### src/rtl/id_pipe_fwd_if.sv
// ID/EX slot bus: registered decode result with a valid/ready handshake.
// The master side (decode stage) drives the slot; the slave side (EX) returns out_ready.
interface id_pipe_fwd_if #(
  parameter int DATA_W = 32,
  parameter int PC_W   = 32
) ();
  logic              out_valid;
  logic              out_ready;
  logic [7:0]        aluop_o;
  logic [2:0]        alusel_o;
  logic [DATA_W-1:0] reg1_o;
  logic [DATA_W-1:0] reg2_o;
  logic [4:0]        wd_o;
  logic              wreg_o;
  logic [PC_W-1:0]   pc_o;
  logic              exc_o;

  modport master (
    output out_valid, aluop_o, alusel_o, reg1_o, reg2_o, wd_o, wreg_o, pc_o, exc_o,
    input  out_ready
  );

  modport slave (
    input  out_valid, aluop_o, alusel_o, reg1_o, reg2_o, wd_o, wreg_o, pc_o, exc_o,
    output out_ready
  );
endinterface

### src/rtl/id_pipe_fwd.sv
// Decode stage for the logic/shift subset with EX/MEM forwarding, load-use stall and a
// registered ID/EX slot. Define ID_INVALID_TRAP_EN to trap invalid encodings into HALT.
module id_pipe_fwd #(
  parameter int DATA_W = 32,
  parameter int PC_W   = 32
) (
  input  logic              clk,
  input  logic              rst,
  input  logic              flush_i,
  input  logic              in_valid,
  output logic              in_ready,
  input  logic [PC_W-1:0]   pc_i,
  input  logic [31:0]       inst_i,
  output logic              reg1_read_o,
  output logic [4:0]        reg1_addr_o,
  output logic              reg2_read_o,
  output logic [4:0]        reg2_addr_o,
  input  logic [DATA_W-1:0] reg1_data_i,
  input  logic [DATA_W-1:0] reg2_data_i,
  input  logic              ex_wreg_i,
  input  logic [4:0]        ex_wd_i,
  input  logic [DATA_W-1:0] ex_wdata_i,
  input  logic              ex_is_load_i,
  input  logic              mem_wreg_i,
  input  logic [4:0]        mem_wd_i,
  input  logic [DATA_W-1:0] mem_wdata_i,
  id_pipe_fwd_if.master     id_ex
);

  localparam logic [5:0] OP_SPECIAL = 6'b000000;
  localparam logic [5:0] OP_ANDI    = 6'b001100;
  localparam logic [5:0] OP_ORI     = 6'b001101;
  localparam logic [5:0] OP_XORI    = 6'b001110;
  localparam logic [5:0] OP_LUI     = 6'b001111;
  localparam logic [5:0] F_SLL      = 6'b000000;
  localparam logic [5:0] F_SRL      = 6'b000010;
  localparam logic [5:0] F_SRA      = 6'b000011;

  localparam logic [7:0] ALU_NOP = 8'b00000000;
  localparam logic [7:0] ALU_AND = 8'b00100100;
  localparam logic [7:0] ALU_OR  = 8'b00100101;
  localparam logic [7:0] ALU_XOR = 8'b00100110;
  localparam logic [7:0] ALU_NOR = 8'b00100111;
  localparam logic [7:0] ALU_SLL = 8'b01111100;
  localparam logic [7:0] ALU_SRL = 8'b00000010;
  localparam logic [7:0] ALU_SRA = 8'b00000011;

  localparam logic [2:0] SEL_NOP   = 3'b000;
  localparam logic [2:0] SEL_LOGIC = 3'b001;
  localparam logic [2:0] SEL_SHIFT = 3'b010;

  logic [5:0]  op, funct;
  logic [4:0]  rs, rt, rd, shamt;
  logic [15:0] imm;

  assign op    = inst_i[31:26];
  assign rs    = inst_i[25:21];
  assign rt    = inst_i[20:16];
  assign rd    = inst_i[15:11];
  assign shamt = inst_i[10:6];
  assign funct = inst_i[5:0];
  assign imm   = inst_i[15:0];

  logic [7:0]        dec_aluop;
  logic [2:0]        dec_alusel;
  logic [4:0]        dec_wd;
  logic              dec_wreg;
  logic [DATA_W-1:0] dec_imm1, dec_imm2;

  always_comb begin
    reg1_read_o = 1'b0;
    reg2_read_o = 1'b0;
    reg1_addr_o = rs;
    reg2_addr_o = rt;
    dec_imm1    = '0;
    dec_imm2    = '0;
    dec_aluop   = ALU_NOP;
    dec_alusel  = SEL_NOP;
    dec_wd      = '0;
    dec_wreg    = 1'b0;
    if (inst_i != '0) begin
      case (op)
        OP_ORI, OP_ANDI, OP_XORI: begin
          reg1_read_o = 1'b1;
          dec_imm2    = DATA_W'(imm);
          dec_alusel  = SEL_LOGIC;
          dec_wd      = rt;
          dec_wreg    = 1'b1;
          case (op)
            OP_ANDI: dec_aluop = ALU_AND;
            OP_XORI: dec_aluop = ALU_XOR;
            default: dec_aluop = ALU_OR;
          endcase
        end
        OP_LUI: begin
          dec_imm2   = DATA_W'({imm, 16'h0000});
          dec_aluop  = ALU_OR;
          dec_alusel = SEL_LOGIC;
          dec_wd     = rt;
          dec_wreg   = 1'b1;
        end
        OP_SPECIAL: begin
          if (shamt == '0 && funct[5:2] == 4'b1001) begin
            reg1_read_o = 1'b1;
            reg2_read_o = 1'b1;
            dec_alusel  = SEL_LOGIC;
            dec_wd      = rd;
            dec_wreg    = 1'b1;
            case (funct[1:0])
              2'b00:   dec_aluop = ALU_AND;
              2'b01:   dec_aluop = ALU_OR;
              2'b10:   dec_aluop = ALU_XOR;
              default: dec_aluop = ALU_NOR;
            endcase
          end else if (rs == '0 && (funct == F_SLL || funct == F_SRL || funct == F_SRA)) begin
            reg2_read_o = 1'b1;
            dec_imm1    = DATA_W'(shamt);
            dec_alusel  = SEL_SHIFT;
            dec_wd      = rd;
            dec_wreg    = 1'b1;
            case (funct)
              F_SRL:   dec_aluop = ALU_SRL;
              F_SRA:   dec_aluop = ALU_SRA;
              default: dec_aluop = ALU_SLL;
            endcase
          end
        end
        default: ;
      endcase
    end
  end

  // EX result wins over MEM: it is the younger producer of the same register.
  function automatic logic [DATA_W-1:0] resolve(
    input logic rd_en, input logic [4:0] addr,
    input logic [DATA_W-1:0] imm_v, input logic [DATA_W-1:0] rf_data,
    input logic ex_w, input logic [4:0] ex_a, input logic [DATA_W-1:0] ex_d,
    input logic mem_w, input logic [4:0] mem_a, input logic [DATA_W-1:0] mem_d);
    if (!rd_en)                    return imm_v;
    else if (addr == '0)           return '0;
    else if (ex_w && ex_a == addr) return ex_d;
    else if (mem_w && mem_a == addr) return mem_d;
    else                           return rf_data;
  endfunction

  logic [DATA_W-1:0] op1, op2;
  logic              stall, accept, run;

  assign op1 = resolve(reg1_read_o, rs, dec_imm1, reg1_data_i, ex_wreg_i, ex_wd_i, ex_wdata_i,
                       mem_wreg_i, mem_wd_i, mem_wdata_i);
  assign op2 = resolve(reg2_read_o, rt, dec_imm2, reg2_data_i, ex_wreg_i, ex_wd_i, ex_wdata_i,
                       mem_wreg_i, mem_wd_i, mem_wdata_i);

  assign stall = in_valid && ex_is_load_i && ex_wreg_i && (ex_wd_i != '0) &&
                 ((reg1_read_o && rs == ex_wd_i) || (reg2_read_o && rt == ex_wd_i));

  logic valid_q;
  assign in_ready = (!valid_q || id_ex.out_ready) && !stall && run && !flush_i;
  assign accept   = in_valid && in_ready;

`ifdef ID_INVALID_TRAP_EN
  typedef enum logic {ST_RUN, ST_HALT} state_e;
  state_e state_q, state_d;
  logic   exc_q, exc_d, dec_bad;

  // Every valid non-NOP encoding writes a register, so a nonzero word with no write is invalid.
  assign dec_bad = (inst_i != '0) && !dec_wreg;

  always_comb begin
    state_d = state_q;
    exc_d   = exc_q;
    if (flush_i) begin
      state_d = ST_RUN;
      exc_d   = 1'b0;
    end else if (accept) begin
      exc_d = dec_bad;
      if (dec_bad) state_d = ST_HALT;
    end
  end

  always_ff @(posedge clk) begin
    if (rst) begin
      state_q <= ST_RUN;
      exc_q   <= 1'b0;
    end else begin
      state_q <= state_d;
      exc_q   <= exc_d;
    end
  end

  assign run         = (state_q == ST_RUN);
  assign id_ex.exc_o = exc_q;
`else
  assign run         = 1'b1;
  assign id_ex.exc_o = 1'b0;
`endif

  logic              valid_d, wreg_q, wreg_d;
  logic [7:0]        aluop_q, aluop_d;
  logic [2:0]        alusel_q, alusel_d;
  logic [4:0]        wd_q, wd_d;
  logic [DATA_W-1:0] reg1_q, reg1_d, reg2_q, reg2_d;
  logic [PC_W-1:0]   pc_q, pc_d;

  always_comb begin
    valid_d  = valid_q;
    aluop_d  = aluop_q;
    alusel_d = alusel_q;
    wd_d     = wd_q;
    wreg_d   = wreg_q;
    reg1_d   = reg1_q;
    reg2_d   = reg2_q;
    pc_d     = pc_q;
    if (flush_i) begin
      valid_d = 1'b0;
    end else if (accept) begin
      valid_d  = 1'b1;
      aluop_d  = dec_aluop;
      alusel_d = dec_alusel;
      wd_d     = dec_wd;
      wreg_d   = dec_wreg;
      reg1_d   = op1;
      reg2_d   = op2;
      pc_d     = pc_i;
    end else if (id_ex.out_ready) begin
      valid_d = 1'b0;
    end
  end

  always_ff @(posedge clk) begin
    if (rst) begin
      valid_q  <= 1'b0;
      aluop_q  <= '0;
      alusel_q <= '0;
      wd_q     <= '0;
      wreg_q   <= 1'b0;
      reg1_q   <= '0;
      reg2_q   <= '0;
      pc_q     <= '0;
    end else begin
      valid_q  <= valid_d;
      aluop_q  <= aluop_d;
      alusel_q <= alusel_d;
      wd_q     <= wd_d;
      wreg_q   <= wreg_d;
      reg1_q   <= reg1_d;
      reg2_q   <= reg2_d;
      pc_q     <= pc_d;
    end
  end

  assign id_ex.out_valid = valid_q;
  assign id_ex.aluop_o   = aluop_q;
  assign id_ex.alusel_o  = alusel_q;
  assign id_ex.wd_o      = wd_q;
  assign id_ex.wreg_o    = wreg_q;
  assign id_ex.reg1_o    = reg1_q;
  assign id_ex.reg2_o    = reg2_q;
  assign id_ex.pc_o      = pc_q;

endmodule

### src/flat_wrapper.sv
// flat-port wrapper written by rule: the top's interface ports become plain ports
module id_pipe_fwd_flat 
#(
  parameter int DATA_W = 32,
  parameter int PC_W   = 32
)
  (clk, rst, flush_i, in_valid, in_ready, pc_i, inst_i, reg1_read_o, reg1_addr_o, reg2_read_o, reg2_addr_o, reg1_data_i, reg2_data_i, ex_wreg_i, ex_wd_i, ex_wdata_i, ex_is_load_i, mem_wreg_i, mem_wd_i, mem_wdata_i, id_ex_out_valid, id_ex_aluop_o, id_ex_alusel_o, id_ex_reg1_o, id_ex_reg2_o, id_ex_wd_o, id_ex_wreg_o, id_ex_pc_o, id_ex_exc_o, id_ex_out_ready);
  id_pipe_fwd_if #(.DATA_W(DATA_W), .PC_W(PC_W)) id_ex_i ();
  input  logic clk;
  input  logic rst;
  input  logic flush_i;
  input  logic in_valid;
  output logic in_ready;
  input  logic [PC_W-1:0] pc_i;
  input  logic [31:0] inst_i;
  output logic reg1_read_o;
  output logic [4:0] reg1_addr_o;
  output logic reg2_read_o;
  output logic [4:0] reg2_addr_o;
  input  logic [DATA_W-1:0] reg1_data_i;
  input  logic [DATA_W-1:0] reg2_data_i;
  input  logic ex_wreg_i;
  input  logic [4:0] ex_wd_i;
  input  logic [DATA_W-1:0] ex_wdata_i;
  input  logic ex_is_load_i;
  input  logic mem_wreg_i;
  input  logic [4:0] mem_wd_i;
  input  logic [DATA_W-1:0] mem_wdata_i;
  output wire logic [$bits(id_ex_i.out_valid)-1:0] id_ex_out_valid;
  output wire logic [$bits(id_ex_i.aluop_o)-1:0] id_ex_aluop_o;
  output wire logic [$bits(id_ex_i.alusel_o)-1:0] id_ex_alusel_o;
  output wire logic [$bits(id_ex_i.reg1_o)-1:0] id_ex_reg1_o;
  output wire logic [$bits(id_ex_i.reg2_o)-1:0] id_ex_reg2_o;
  output wire logic [$bits(id_ex_i.wd_o)-1:0] id_ex_wd_o;
  output wire logic [$bits(id_ex_i.wreg_o)-1:0] id_ex_wreg_o;
  output wire logic [$bits(id_ex_i.pc_o)-1:0] id_ex_pc_o;
  output wire logic [$bits(id_ex_i.exc_o)-1:0] id_ex_exc_o;
  input wire logic [$bits(id_ex_i.out_ready)-1:0] id_ex_out_ready;
  assign id_ex_out_valid = id_ex_i.out_valid;
  assign id_ex_aluop_o = id_ex_i.aluop_o;
  assign id_ex_alusel_o = id_ex_i.alusel_o;
  assign id_ex_reg1_o = id_ex_i.reg1_o;
  assign id_ex_reg2_o = id_ex_i.reg2_o;
  assign id_ex_wd_o = id_ex_i.wd_o;
  assign id_ex_wreg_o = id_ex_i.wreg_o;
  assign id_ex_pc_o = id_ex_i.pc_o;
  assign id_ex_exc_o = id_ex_i.exc_o;
  assign id_ex_i.out_ready = id_ex_out_ready;
  id_pipe_fwd #(.DATA_W(DATA_W), .PC_W(PC_W)) u_core (.clk(clk), .rst(rst), .flush_i(flush_i), .in_valid(in_valid), .in_ready(in_ready), .pc_i(pc_i), .inst_i(inst_i), .reg1_read_o(reg1_read_o), .reg1_addr_o(reg1_addr_o), .reg2_read_o(reg2_read_o), .reg2_addr_o(reg2_addr_o), .reg1_data_i(reg1_data_i), .reg2_data_i(reg2_data_i), .ex_wreg_i(ex_wreg_i), .ex_wd_i(ex_wd_i), .ex_wdata_i(ex_wdata_i), .ex_is_load_i(ex_is_load_i), .mem_wreg_i(mem_wreg_i), .mem_wd_i(mem_wd_i), .mem_wdata_i(mem_wdata_i), .id_ex(id_ex_i));
endmodule
### config.mk
export PLATFORM = sky130hd
export DESIGN_NAME = id_pipe_fwd_flat
export DESIGN_NICKNAME = d
export VERILOG_FILES = /design/src/rtl/id_pipe_fwd_if.sv /design/src/rtl/id_pipe_fwd.sv /design/src/flat_wrapper.sv
export SDC_FILE = /design/constraint.sdc
export NUM_CORES = 1
export LEC_CHECK = 0
export BUFFER_PORTS_ARGS = -buffer_cell sky130_fd_sc_hd__buf_4
export CAP_MARGIN = 20
export CORE_AREA = 2 2 132 134
export CTS_BUF_LIST = sky130_fd_sc_hd__clkbuf_8
export CTS_CLUSTER_SIZE = 10
export DETAILED_ROUTE_END_ITERATION = 6
export DIE_AREA = 0 0 134 136
export HOLD_SLACK_MARGIN = 0.1
export PLACE_DENSITY = 0.68
export SETUP_SLACK_MARGIN = 0.2
export SLEW_MARGIN = 20
export SYNTH_ARGS = -nofsm -noshare
export SYNTH_HDL_FRONTEND = slang
export SYNTH_SLANG_ARGS = --single-unit
### constraint.sdc
create_clock -name clk -period 3.5 [get_ports clk]
set_input_delay 0.525 -clock clk [delete_from_list [all_inputs] [get_ports clk]]
set_output_delay 0.525 -clock clk [all_outputs]
set_load 0.1 [all_outputs]
==> summary.txt <==
Internal Power: 2010 uW
hold bufs inserted after CTS: 0
number of cells on the critical path: 7
cells after synthesis: 819
initial antenna violation count: 0
class of the most critical setup path: primary input to output pin
FF/Latch Area: 2180 um2
die width: 134 um
Power Density: 362 nW/um2
post-cts sizing count: 0
pin count of the biggest net entering global routing: 83
Comb pwr share: 31.8%
CP endpoint kind: output pin
DRC: 0
Synth top cells by count: nand2_1, dfxtp_1, a21oi_1
hpwl dp: 19.4 mm
min Tclk post-route: 2.94 ns
M1 WL: 11.6 mm
Power Total: 3220 uW
count leader, synth: nand2_1
Synth Area in XOR/XNOR: 2.83%
Lkg Pwr: 0.00379 uW
synthesized area per cell: 7.55 um2
Rel. slew slack: 27.8%
Area contributors post-synth: dfxtp_1, nand2_1, a21oi_1
power share of the clock group: 27.3%
Detailed Route WL: 26.5 mm
ANT nets after route: 0
Clock Latency Late Sink: 0.40 ns
# diodes: 0
GR Util All Layers: 27.8%
top cell type's share of synthesized area: 35.3%
Routed met3 length: 1.93 mm
chip height: 136 um
first-pass GRT wire length: 39.1 mm
clk slew on worst S/H paths: 0.10 ns
CP arrival: 2.41 ns
total net switching power: 1210 uW
worst min path class: primary input to register
Post-synth top flop: dfxtp_1
post-route cell area: 8900 um2
htree depth: 3
crit-path cells: buf_4 > or4_4 > nor3_4 > o31ai_2 > nand4b_1 > and4b_2 > buf_4
Setup crit start kind: primary input
RSZ-0062 raised after global routing: false
Tcrit/Tclk final: 83.9%
GRT overflow: 0
via count: 7,419
Synth cell types: 49
mux cell area share after synthesis: 0.486%
delay-heaviest family, CP: simple AND/OR/NAND/NOR gates
RD Place Congestion: 0.904
Die ar.: 18,200 um2
Adder-Cell Fraction of Synth Area: 0%
Fin. Hold Viols: 0
CTS Buffer Depth: 2
Filler Cells Inserted: 1,653
Async SR Flop Fraction: 0%
max cap viols: 0
multi-input logic area: 3560 um2
Worst Skew: 0.0144 ns
nets@finish: 1,297
status: finished, final reports clean
switch share: 37.6%
simple-gate share of the synthesized area: 22.8%
Cell Area, Synth: 6180 um2
Worst EP required: 2.97 ns
Synth Area in Compound Gates: 30.8%
synthesized flop and latch total: 109
Post-synth EDFFs: 0
IO buf count: 334
Layout area overhead: 44.0%
combinational family with the most area after synthesis: compound AO/OA/AOI/OAI gates
# rows: 48
Post-DP Area: 8680 um2
Reg power frac: 40.9%
cell mode on critical path: buf_4
Avg Vias per Cell: 5.63
metal2 WL: 12.1 mm
layout cell share with drive strength beyond 1: 34.8%
drt pass-1 iters: 5
TritonCTS clock tree: done
Tightest Pin Transition: 1.08 ns
CTS root buffer: clkbuf_8
Critical Path Slowest Stage Cell: or4_4
# IOs: 338
DR top layer: met4
number of global-route vias before repair: 6,869
final setup TNS: 0 ns
Crit Path Max Fanout: 6
post-synthesis sequential area ratio: 35.3%
Initial Utilization: 36.6%
CTS sink cnt: 109
Wirelength per Cell: 20.1 um
R2R depth: 6
Critical path buffers and inverters: 2
hold path depth: 2
warnings from Yosys: 0
Critical Path Max Stage Delay: 0.54 ns
Max VDD drop: 0.244 mV
Final setup viols: 0
Core Region: 16,900 um2
CTS Buf Count: 9
max-slew violation count: 0
post-synth top area cell: dfxtp_1
initial DRC count: 662
Max Clock Freq: 341 MHz
postcts setup bufs: 0
-- area by class of cell --
cell class / count / area share (%)
Timing Repair Buffer: 350 / 29.7
Clock inverter: 7 / 1.10
Tap cell: 225 / 3.16
Inverter: 4 / 0.169
Sequential cell: 109 / 24.5
Clock buffer: 9 / 1.39
Multi-Input combinational cell: 613 / 40.0
-- kinds of logic (layout without fill, tap and decap cells) --
group	after synthesis	in the layout
flip-flops	109	109
multiplexers	3	3
AO/OA/AOI/OAI	269	269
AND/OR/NAND/NOR	318	318
other	1	3
buffers and inverters	99	370
XOR/XNOR	20	20
-- power by group through the flow --
stage	clock (uW)	combinational [uW]	sequential, uW
floorplan	0	288	1710
global placement	0	1020	1350
finish	879	1030	1320
detailed placement	0	1020	1350
CTS	891	1030	1320
global route	943	1070	1320
-- final timing paths --
kind | startpoint | end | slack (ns)
setup / recovery | inst_i[27] | in_ready | 0.56
hold / removal | flush_i | u_core.id_ex.out_valid | 0.30
setup reg to reg | u_core.id_ex.out_valid | u_core.id_ex.reg1_o[0] | 1.30
hold reg to reg | u_core.id_ex.pc_o[2] | u_core.id_ex.pc_o[2] | 0.48
-- cells in the final DEF, fill, tap and decap left out, types with 5 or more instances in the layout --
cell      count
xor2_1       10
a211oi_1      7
a32o_1       27
a22oi_1       5
xnor2_1      10
nor2_1       70
a311oi_1     38
nand2_1     169
a31oi_1      27
o21ai_0      35
nor3_1       10
clkbuf_8      9
nand3_1      39
buf_4       349
dfxtp_1     109
a21oi_1      83
a311o_1      34
-- metal layers --
metal	vias up	global-route usage (%)
li1	3522	-
met4	0	10.9
met3	51	5.03
met1	3503	38.0
met2	343	43.5
met5	-	0
-- registers in the layout, indices dropped and copies added (netlist names) --
signal                  count
u_core.id_ex.reg2_o        32
u_core.id_ex.reg1_o        32
u_core.id_ex.pc_o          32
u_core.id_ex.out_valid      1
u_core.id_ex.wreg_o         1
u_core.id_ex.alusel_o       2
u_core.id_ex.aluop_o        4
u_core.id_ex.wd_o           5
-- worst register-to-register path: cells and delay by family (launching register included) --
family                 cells  cell delay [ns]
buffers and inverters      1             0.48
DFF                        1             0.33
AOI/OAI and AO/OA          3             1.04
and+or+nand+nor            2             0.26
-- per-stage QoR --
| stage | std cells | utilization, % | hold WS [ns] | worst slack [ns] |
|---|---|---|---|---|
| after floorplan | 821 | - | 0.603 | 0.333 |
| after global routing | 1317 | 52.7 | 0.283 | 0.494 |
| final | 1317 | 52.7 | 0.296 | 0.563 |
| after CTS | 1317 | 52.7 | 0.274 | 0.579 |
| after global placement | 1301 | 51.4 | 0.461 | 0.480 |
| after detailed placement | 1301 | 51.4 | 0.468 | 0.432 |
Note: power is estimated with default switching activity, not from simulation.
